[src/rtl/mem_xbar_pkg.sv]
// mem_xbar_pkg: shared FSM states, master indices and limits for the crossbar
package mem_xbar_pkg;
  typedef enum logic [1:0] {IDLE, PEND, BUSY, DERR} st_e;
  localparam int IMST = 0;
  localparam int DMST = 1;
  localparam int MAX_NSLV = 8;
  function automatic int oh2idx(input logic [MAX_NSLV-1:0] oh);
    oh2idx = 0;
    for (int i = 0; i < MAX_NSLV; i++) if (oh[i]) oh2idx = i;
  endfunction
endpackage

[src/rtl/mem_xbar_dec.sv]
// mem_xbar_dec: address decoder giving one-hot region hit (lowest index wins), miss flag and region offset
module mem_xbar_dec #(
  parameter int NSLV = 4,
  parameter int ADDR_W = 32,
  parameter logic [NSLV*ADDR_W-1:0] SLV_BASE = '0,
  parameter logic [NSLV*ADDR_W-1:0] SLV_SIZE = '0
) (
  input  logic [ADDR_W-1:0] addr_i,
  output logic [NSLV-1:0]   hit_o,
  output logic              miss_o,
  output logic [ADDR_W-1:0] off_o
);
  // scan from the top so the lowest matching region overrides the others
  always_comb begin
    hit_o = '0;
    miss_o = 1'b1;
    off_o = '0;
    for (int i = NSLV - 1; i >= 0; i--)
      if (addr_i >= SLV_BASE[i*ADDR_W +: ADDR_W] &&
          addr_i - SLV_BASE[i*ADDR_W +: ADDR_W] < SLV_SIZE[i*ADDR_W +: ADDR_W]) begin
        hit_o = '0;
        hit_o[i] = 1'b1;
        miss_o = 1'b0;
        off_o = addr_i - SLV_BASE[i*ADDR_W +: ADDR_W];
      end
  end
endmodule

[src/rtl/mem_xbar.sv]
// mem_xbar: 2-master x NSLV-slave memory crossbar; define MEM_XBAR_RR_EN for per-slave round-robin, else data master has fixed priority
module mem_xbar import mem_xbar_pkg::*; #(
  parameter int NSLV = 4,
  parameter int ADDR_W = 32,
  parameter int DATA_W = 32,
  parameter logic [NSLV*ADDR_W-1:0] SLV_BASE = {32'h3000_0000, 32'h2000_0000, 32'h1000_0000, 32'h0000_0000},
  parameter logic [NSLV*ADDR_W-1:0] SLV_SIZE = {4{32'h1000_0000}}
) (
  input  logic                     clk,
  input  logic                     rst,
  input  logic                     imemory_valid,
  input  logic                     imemory_instr,
  input  logic [ADDR_W-1:0]        imemory_addr,
  input  logic [DATA_W-1:0]        imemory_wdata,
  input  logic [DATA_W/8-1:0]      imemory_wstrb,
  output logic [DATA_W-1:0]        imemory_rdata,
  output logic                     imemory_ready,
  output logic                     imemory_err,
  input  logic                     dmemory_valid,
  input  logic                     dmemory_instr,
  input  logic [ADDR_W-1:0]        dmemory_addr,
  input  logic [DATA_W-1:0]        dmemory_wdata,
  input  logic [DATA_W/8-1:0]      dmemory_wstrb,
  output logic [DATA_W-1:0]        dmemory_rdata,
  output logic                     dmemory_ready,
  output logic                     dmemory_err,
  output logic [NSLV-1:0]          slv_valid,
  output logic [NSLV-1:0]          slv_instr,
  output logic [NSLV*ADDR_W-1:0]   slv_addr,
  output logic [NSLV*DATA_W-1:0]   slv_wdata,
  output logic [NSLV*DATA_W/8-1:0] slv_wstrb,
  input  logic [NSLV*DATA_W-1:0]   slv_rdata,
  input  logic [NSLV-1:0]          slv_ready
);
  localparam int SW = DATA_W / 8;
  localparam int IW = NSLV > 1 ? $clog2(NSLV) : 1;
  logic              m_valid [2];
  logic              m_instr [2];
  logic [ADDR_W-1:0] m_addr  [2];
  logic [DATA_W-1:0] m_wdata [2];
  logic [SW-1:0]     m_wstrb [2];
  logic [NSLV-1:0]   d_hit   [2];
  logic              d_miss  [2];
  logic [ADDR_W-1:0] d_off   [2];
  st_e               st_q      [2];
  logic [NSLV-1:0]   l_hit_q   [2];
  logic              l_instr_q [2];
  logic [ADDR_W-1:0] l_off_q   [2];
  logic [DATA_W-1:0] l_wdata_q [2];
  logic [SW-1:0]     l_wstrb_q [2];
  logic [IW-1:0]     own_q     [2];
  logic              r_v     [2];
  logic [NSLV-1:0]   r_hit   [2];
  logic              r_instr [2];
  logic [ADDR_W-1:0] r_off   [2];
  logic [DATA_W-1:0] r_wdata [2];
  logic [SW-1:0]     r_wstrb [2];
  logic [NSLV-1:0]   gnt     [2];
  logic              g_v     [2];
  logic [DATA_W-1:0] rsp_rdata [2];
  logic              rsp_ready [2];
  logic              rsp_err   [2];
  logic [NSLV-1:0]   want_i, want_d, sel_d, busy_q, issue;
`ifdef MEM_XBAR_RR_EN
  logic [NSLV-1:0]   ptr_q;
  logic [NSLV-1:0]   cont;
`endif
  assign m_valid[IMST] = imemory_valid;
  assign m_instr[IMST] = imemory_instr;
  assign m_addr[IMST]  = imemory_addr;
  assign m_wdata[IMST] = imemory_wdata;
  assign m_wstrb[IMST] = imemory_wstrb;
  assign m_valid[DMST] = dmemory_valid;
  assign m_instr[DMST] = dmemory_instr;
  assign m_addr[DMST]  = dmemory_addr;
  assign m_wdata[DMST] = dmemory_wdata;
  assign m_wstrb[DMST] = dmemory_wstrb;
  assign imemory_rdata = rsp_rdata[IMST];
  assign imemory_ready = rsp_ready[IMST];
  assign imemory_err   = rsp_err[IMST];
  assign dmemory_rdata = rsp_rdata[DMST];
  assign dmemory_ready = rsp_ready[DMST];
  assign dmemory_err   = rsp_err[DMST];
  for (genvar m = 0; m < 2; m++) begin : g_dec
    mem_xbar_dec #(.NSLV(NSLV), .ADDR_W(ADDR_W), .SLV_BASE(SLV_BASE), .SLV_SIZE(SLV_SIZE)) u_dec (
      .addr_i(m_addr[m]), .hit_o(d_hit[m]), .miss_o(d_miss[m]), .off_o(d_off[m])
    );
  end
  // active request per master: a fresh mapped pulse in IDLE, or the latched one in PEND
  always_comb begin
    for (int m = 0; m < 2; m++) begin
      r_v[m]     = st_q[m] == PEND || (st_q[m] == IDLE && m_valid[m] && !d_miss[m]);
      r_hit[m]   = st_q[m] == PEND ? l_hit_q[m]   : d_hit[m];
      r_instr[m] = st_q[m] == PEND ? l_instr_q[m] : m_instr[m];
      r_off[m]   = st_q[m] == PEND ? l_off_q[m]   : d_off[m];
      r_wdata[m] = st_q[m] == PEND ? l_wdata_q[m] : m_wdata[m];
      r_wstrb[m] = st_q[m] == PEND ? l_wstrb_q[m] : m_wstrb[m];
    end
  end
  // per-slave arbitration; a slave is only granted while free
  always_comb begin
    want_i = r_v[IMST] ? r_hit[IMST] : '0;
    want_d = r_v[DMST] ? r_hit[DMST] : '0;
`ifdef MEM_XBAR_RR_EN
    sel_d = want_d & (~want_i | ptr_q);
    cont  = ~busy_q & want_i & want_d;
`else
    sel_d = want_d;
`endif
    gnt[DMST] = ~busy_q & sel_d;
    gnt[IMST] = ~busy_q & want_i & ~sel_d;
    issue = gnt[DMST] | gnt[IMST];
    g_v[DMST] = |gnt[DMST];
    g_v[IMST] = |gnt[IMST];
  end
  // slave request channels, zero whenever no request is issued or reset is held
  always_comb begin
    slv_valid = '0;
    slv_instr = '0;
    slv_addr  = '0;
    slv_wdata = '0;
    slv_wstrb = '0;
    for (int s = 0; s < NSLV; s++)
      if (rst && issue[s]) begin
        slv_valid[s] = 1'b1;
        slv_instr[s] = sel_d[s] ? r_instr[DMST] : r_instr[IMST];
        slv_addr[s*ADDR_W +: ADDR_W] = sel_d[s] ? r_off[DMST] : r_off[IMST];
        slv_wdata[s*DATA_W +: DATA_W] = sel_d[s] ? r_wdata[DMST] : r_wdata[IMST];
        slv_wstrb[s*SW +: SW] = sel_d[s] ? r_wstrb[DMST] : r_wstrb[IMST];
      end
  end
  // master responses: owning slave routed through in BUSY, error beat in DERR
  always_comb begin
    for (int m = 0; m < 2; m++) begin
      rsp_rdata[m] = (rst && st_q[m] == BUSY) ? slv_rdata[int'(own_q[m])*DATA_W +: DATA_W] : '0;
      rsp_ready[m] = rst && ((st_q[m] == BUSY && slv_ready[own_q[m]]) || st_q[m] == DERR);
      rsp_err[m]   = rst && st_q[m] == DERR;
    end
  end
  // per-master FSM with request latch and owned-slave index
  always_ff @(posedge clk or negedge rst)
    if (!rst) begin
      for (int m = 0; m < 2; m++) begin
        st_q[m] <= IDLE;
        l_hit_q[m] <= '0;
        l_instr_q[m] <= 1'b0;
        l_off_q[m] <= '0;
        l_wdata_q[m] <= '0;
        l_wstrb_q[m] <= '0;
        own_q[m] <= '0;
      end
    end else begin
      for (int m = 0; m < 2; m++) begin
        if (st_q[m] == IDLE && m_valid[m]) begin
          l_hit_q[m] <= d_hit[m];
          l_instr_q[m] <= m_instr[m];
          l_off_q[m] <= d_off[m];
          l_wdata_q[m] <= m_wdata[m];
          l_wstrb_q[m] <= m_wstrb[m];
        end
        if (g_v[m]) own_q[m] <= IW'(oh2idx(MAX_NSLV'(r_hit[m])));
        case (st_q[m])
          IDLE: if (m_valid[m]) st_q[m] <= d_miss[m] ? DERR : g_v[m] ? BUSY : PEND;
          PEND: if (g_v[m]) st_q[m] <= BUSY;
          BUSY: if (slv_ready[own_q[m]]) st_q[m] <= IDLE;
          default: st_q[m] <= IDLE;
        endcase
      end
    end
  // slave occupancy from issue through its ready beat
  always_ff @(posedge clk or negedge rst)
    if (!rst) busy_q <= '0;
    else busy_q <= issue | (busy_q & ~slv_ready);
`ifdef MEM_XBAR_RR_EN
  // pointer bit set means the data master wins the next contention on that slave
  always_ff @(posedge clk or negedge rst)
    if (!rst) ptr_q <= '1;
    else ptr_q <= (ptr_q & ~cont) | (~sel_d & cont);
`endif
endmodule

[config.mk]
export PLATFORM = sky130hd
export DESIGN_NAME = mem_xbar
export DESIGN_NICKNAME = d
export VERILOG_FILES = /design/src/rtl/mem_xbar_pkg.sv /design/src/rtl/mem_xbar_dec.sv /design/src/rtl/mem_xbar.sv
export SDC_FILE = /design/constraint.sdc
export NUM_CORES = 1
export LEC_CHECK = 0
export ABC_AREA = 1
export BUFFER_PORTS_ARGS = -buffer_cell sky130_fd_sc_hd__clkbuf_2
export CORE_AREA = 2 2 240 242
export CTS_CLUSTER_DIAMETER = 200
export DETAILED_ROUTE_END_ITERATION = 8
export DIE_AREA = 0 0 242 244
export GPL_ROUTABILITY_DRIVEN = 0
export GPL_TIMING_DRIVEN = 0
export PLACE_DENSITY = 0.47
export SYNTH_ARGS = -nofsm -noshare
export SYNTH_HDL_FRONTEND = slang
export SYNTH_SLANG_ARGS = --single-unit
[constraint.sdc]
create_clock -name clk -period 2.2 [get_ports clk]
set_input_delay 0.11 -clock clk [delete_from_list [all_inputs] [get_ports clk]]
set_output_delay 0.11 -clock clk [all_outputs]
set_load 0.02 [all_outputs]
[Yosys cells after proc, flatten, opt, wreduce, memory -nomap -nowiden]
Index checks and enable logic that the tools add are counted.
Widths: inputs -> output; s select.
Storage, ports and cells
  word-level logic and storage cells: 194
  flip-flop bits (word level): 158
  latch bits: 0
  output and inout port bits: 348
  bits in read-only memories: 0
  memories kept: 0
  bits in writable memories: 0
Operators by class
  $mul: 0
  add/sub/neg operators: 6
  reductions and logical operators: 36
  magnitude comparators: 18
  equal/unequal tests: 12
  divide/modulo/power cells: 0
  bitwise operators: 9
  shift-type cells: 2
  muxes and demuxes: 96
Operators with widths (count)
  $mux 32: 30
  $lt 32x29->1 const B: 8
  $shiftx 128x8->32: 2
  $ge 32x30->1 const B: 4
  $sub 32x30->32 const B: 4
  $mux 4: 22
  $ge 32x1->1 const B: 2
  $ge 32x29->1 const B: 2
  $sub 32x29->32 const B: 2
  $mux 2: 14
  $mux 1: 26
  $logic_and 1x1->1: 24
  $and 4x4->4: 4
  $not 4->4: 3
  $pmux 2 s3: 2
  $eq 2x2->1 const B: 4
  $ne 2x2->1 const B: 4
  $or 4x4->4: 2
  $reduce_or 4->1: 2
  $lt 2x3->1 const B: 2
  $reduce_and 3->1: 2
  $bmux 1 s2: 2
  $eq 2x1->1 const B: 2
  $logic_not 2->1: 2
  other kinds (3): 8

[Logic depth before layout (Yosys ltp)]
  depth after elaboration: 18
  mapped depth: 21
  depth with buffers taken out: 20

[Cells and area by module]
A second synthesis with hierarchy kept.
Second synthesis, totals
  cells, all modules: 2437
  area total of the unflattened synthesis: 15138.3 um^2
Modules (own cells, without submodules)
  mem_xbar: times used 1, sequential area each 3953.8 um^2, area an instance 13549.2 um^2, cells an instance 2149
  mem_xbar_dec: times used 2, sequential area each 0.0 um^2, area an instance 794.5 um^2, cells an instance 144

[Least setup slack after synthesis]
OpenSTA, ideal clock, no wires.
  path kind: register -> output
  start: reg st_q[0] in the netlist's numbering
  end: out slv_addr[100]
  cell stages (with the launch flop): 8
  arrival time: 2289 ps
  setup slack: -199 ps
  path through: dfrtp_1 nor3_1 a21oi_1 nor2_2 inv_2 buf_2 buf_1 a211oi_1
On the way
  word-level cells in the longest chain between the ends: 10
  elaborated cells on any way between the ends: 15
  those cells by class: 1 x eq/ne; 5 x mux; 4 x bitwise; 5 x reduce/logical
Ends and longest elaborated chain
  start, declared: RTL line mem_xbar.sv:45  | st_e st_q [2];
  start signal, assigned by index: RTL line mem_xbar.sv:163  | IDLE: if (m_valid[m]) st_q[m] <= d_miss[m] ? DERR : g_v[m] ? BUSY : PEND;
  $logic_not 2->1: RTL line mem_xbar.sv:92  | r_v[m] = st_q[m] == PEND || (st_q[m] == IDLE && m_valid[m] && !d_miss[m]);
  $logic_and 1x1->1 (2 in a row): RTL line mem_xbar.sv:92
  $logic_or 1x1->1: RTL line mem_xbar.sv:92
  $mux 4: RTL line mem_xbar.sv:103  | want_d = r_v[DMST] ? r_hit[DMST] : '0;
  $not 4->4: RTL line mem_xbar.sv:111  | gnt[IMST] = ~busy_q & want_i & ~sel_d;
  $and 4x4->4: RTL line mem_xbar.sv:111
  $or 4x4->4: RTL line mem_xbar.sv:112  | issue = gnt[DMST] | gnt[IMST];
  $logic_and 1x1->1: RTL line mem_xbar.sv:124  | if (rst && issue[s]) begin
  $mux 32 (*): RTL line mem_xbar.sv:124
  end, declared: RTL line mem_xbar.sv:29  | output logic [NSLV*ADDR_W-1:0] slv_addr,
Mark *: on every way between the ends. The rest lies on a longest branch, timed or not.

[Final worst setup path]
  start: reg st_q[1] in the netlist's numbering
  end: out slv_addr[122]
The elaborated chain is that of the path after synthesis.

==> flow_metrics.tcl <==
set metrics [dict create \
    violations "negative setup slack" \
    drt-initial-drc-count 1997 \
    async_flop_share_pct 100 \
    grt_pass1_vias 21010 \
    grt_overflow 0 \
    coreArea_mm2 0.0562 \
    period_share_pct 133 \
    final-instance-count-excl-fill 3962 \
    yosysTopAreaCell "dfrtp_1" \
    ff2ff_path_depth 20 \
    utilization_pct 48.9 \
    yosys_most_used_dff "dfrtp_1" \
    synthTopCellsByCount "nor2_1, nand2_1, o21ai_0" \
    routed_via_density 5.44 \
    ir_worst_vdd_uv 697 \
    cp_max_fo 10 \
    cts.path.max_buffers 2 \
    post-synth-top-count-cell "nor2_1" \
    syn_nets 2611 \
    ys_warn_count 0 \
    finalWorstSetupSlack_ns -0.721 \
    fmax_mhz 342 \
    cts_tree "done" \
    drv_slew 0 \
    period_minus_slack_ns 2.92 \
    crit_path_frequent_cell "nand2_4" \
    slowest_delay_ns 0.42 \
    drc 0 \
    setup_tns_ns -182.00 \
    drtPass1Iterations 5 \
    finalClockSkew_ns 0.0140 \
    area_growth_pct 84.4 \
    hold_depth 3 \
    fin_area_mm2 0.0275 \
    synth_edf_count 0 \
    io_buffers 621 \
    wl_per_cell_um 24.8 \
    synthesis.area_mm2 0.0149 \
    die_x_um 242 \
    syn_inst 2321 \
    critPathArrivalTime_ns 2.81 \
    die_area_mm2 0.0590 \
    setup_violations 366 \
    worst_pin_slew_ns 0.742 \
    ios 622 \
    numCtsBuffers 17 \
    antenna_left 0 \
    crit_path_start_kind "flop" \
    postPlaceCellArea_mm2 0.0206 \
    wl_um 98300 \
    powerDensity_mw_per_mm2 920 \
    whs_endpoint "l_instr_q[0]" \
    synth-seq-cells 158 \
    r2r_slack_ns -0.66 \
    cpMaxStageDelayCell "dfrtp_2" \
    grt_antenna_before_repair 6 \
    dp_hpwl_um 74800 \
    path_class "reg -> out" \
    root_buffer "clkbuf_16" \
    place_ws_ns -1.56 \
    fin_nets 3480 \
    num_vias 21545 \
    rr_endpoint "busy_q[0]" \
    synth_top_cell_area_share_pct 26.5 \
    netlist_top_cells_area "dfrtp_1, o21ai_0, a211oi_1" \
    power.leakage_nw 11.8 \
    clkLatencyLatePin_ns 0.47 \
    required_ns 2.09 \
    post-place-cells 3705 \
    maxCapViolCount 0 \
    cp_cell_sequence "nor2_2 > inv_2 > buf_2 > nand2_1 > nand2_2 > nor2_4 > nand2_4 > nand2_4 > nand2_8 > buf_12 > buf_8 > a211oi_4 > clkbuf_8" \
    hp-start "dmemory_instr" \
    hold_violations 0 \
    hp-class "in -> reg" \
    reg2reg_from "st_q[2]" \
    drive_above_1_share_pct 41.8 \
    htree_levels 4 \
    grt_start_max_net_pins 62 \
    synth.distinct_cells 33 \
    rsz0062_at_grt "true" \
    seq_area_frac_synth_pct 26.5 \
    status "finished with violations" \
    clkTransAtPathRegs_ns 0.07 \
    avgSynthCellArea_um2 6.42 \
    cts.sinks 158 \
    die_h_um 244 \
    slew-limit-headroom_pct 50.6 \
    grt_pass1_wl_um 140000 \
    rows 87 \
    endpoint_kind "output port" \
    globalRouteTotalUtil_pct 31.4 \
    start_util_pct 26.5 \
]
[registers in the layout, indices dropped and copies added (netlist names)]
name,cells
busy_q,4
l_hit_q,8
l_instr_q,2
l_off_q,64
l_wdata_q,64
l_wstrb_q,8
own_q,4
st_q,4
[cell type report]
cell class | instances | area [um^2]
diodes | 3 | 7.51
plain buffers | 208 | 1730
clock buffers | 20 | 457
clock inverters | 12 | 208
fillers | 5558 | 28700
inverters | 253 | 976
multi-input cells | 1700 | 12300
flip-flops and latches | 158 | 3960
well taps | 756 | 946
repair buffers | 852 | 6930
[worst max path at each step]
stage | from | endpoint | slack [ns] | depth (start not counted)
global placement | rst | slv_wstrb[0] | -3.33 | 7
finish | st_q[1] | slv_addr[122] | -0.72 | 13
global route | st_q[2] | slv_addr[58] | -0.78 | 15
detailed placement | st_q[2] | slv_wdata[92] | -1.56 | 9
floorplan | dmemory_addr[30] | slv_addr[64] | -0.16 | 17
CTS | st_q[0] | slv_wstrb[0] | -0.70 | 8
[per-stage QoR]
step / hold slack [ns] / total power, mW
2_1_floorplan: -0.186 / 12.9
3_3_place_gp: 0.371 / 17.5
3_5_place_dp: 0.145 / 17.8
4_1_cts: 0.00451 / 23.7
5_1_grt: 0.0143 / 26.5
6_report: 0.00829 / 25.3
[where the power goes]
| part | switching (mW) | internal (mW) | total [mW] |
|---|---|---|---|
| logic | 11.6 | 5.36 | 17.0 |
| clock network | 1.43 | 2.09 | 3.52 |
| registers | 0.619 | 4.15 | 4.77 |
| total | 13.7 | 11.6 | 25.3 |
[critical path: cells and delay by family, from the launching register on]
family | cells | cell delay [ns]
flops | 1 | 0.42
compound gates | 1 | 0.29
buf+inv | 5 | 0.80
simple gates | 7 | 0.83
[metal layers]
layer	vias to the layer above	global-route usage (%)	share of wire, %
met5	-	0	0.038
met4	6	9.99	3.3
met3	187	6.13	7.5
met2	1053	52.3	48
met1	10766	40.9	41
li1	9533	-	-
[cell usage in the layout (no fill, tap or decap), types with 8 or more instances in the layout]
cell type,instances
buf_8,17
nor2_4,11
a31oi_4,23
a21oi_1,136
nand2_2,14
a211oi_4,172
o21ai_1,43
dfrtp_1,156
buf_16,9
clkbuf_4,28
clkbuf_8,71
inv_2,17
clkbuf_16,27
buf_4,158
nor2_2,8
a211oi_2,95
buf_6,117
o21ai_2,50
buf_12,25
ha_1,16
buf_2,20
dlygate4sd3_1,126
clkbuf_2,415
o211ai_1,70
buf_1,13
nand2_4,16
nand3_1,106
inv_1,230
o21ai_0,224
nand2_1,308
clkbuf_1,52
nor2_1,365
[repair_timing]
action,4_1_cts,5_1_grt
pin swaps,30,48
gates cloned,5,7
buffers inserted,64,19
endpoints found under the setup margin,434,409
endpoints found under the hold margin,233,97
hold buffers,130,1
gates resized for setup,624,665
[logic make-up (layout without fill, tap and decap cells)]
group                    after synthesis  count (layout)  share of synthesized area (%)
AO/OA/AOI/OAI                        839             839                           36.8
XOR/XNOR                               2               2                          0.118
adder cells (fa/ha/maj)               16              16                           1.34
buffers and inverters                463            1345                           12.7
flip-flops                           158             158                           26.5
other                                  0               3                              0
AND/OR/NAND/NOR                      843             843                           22.6
Note: power is estimated with default switching activity, not from simulation.
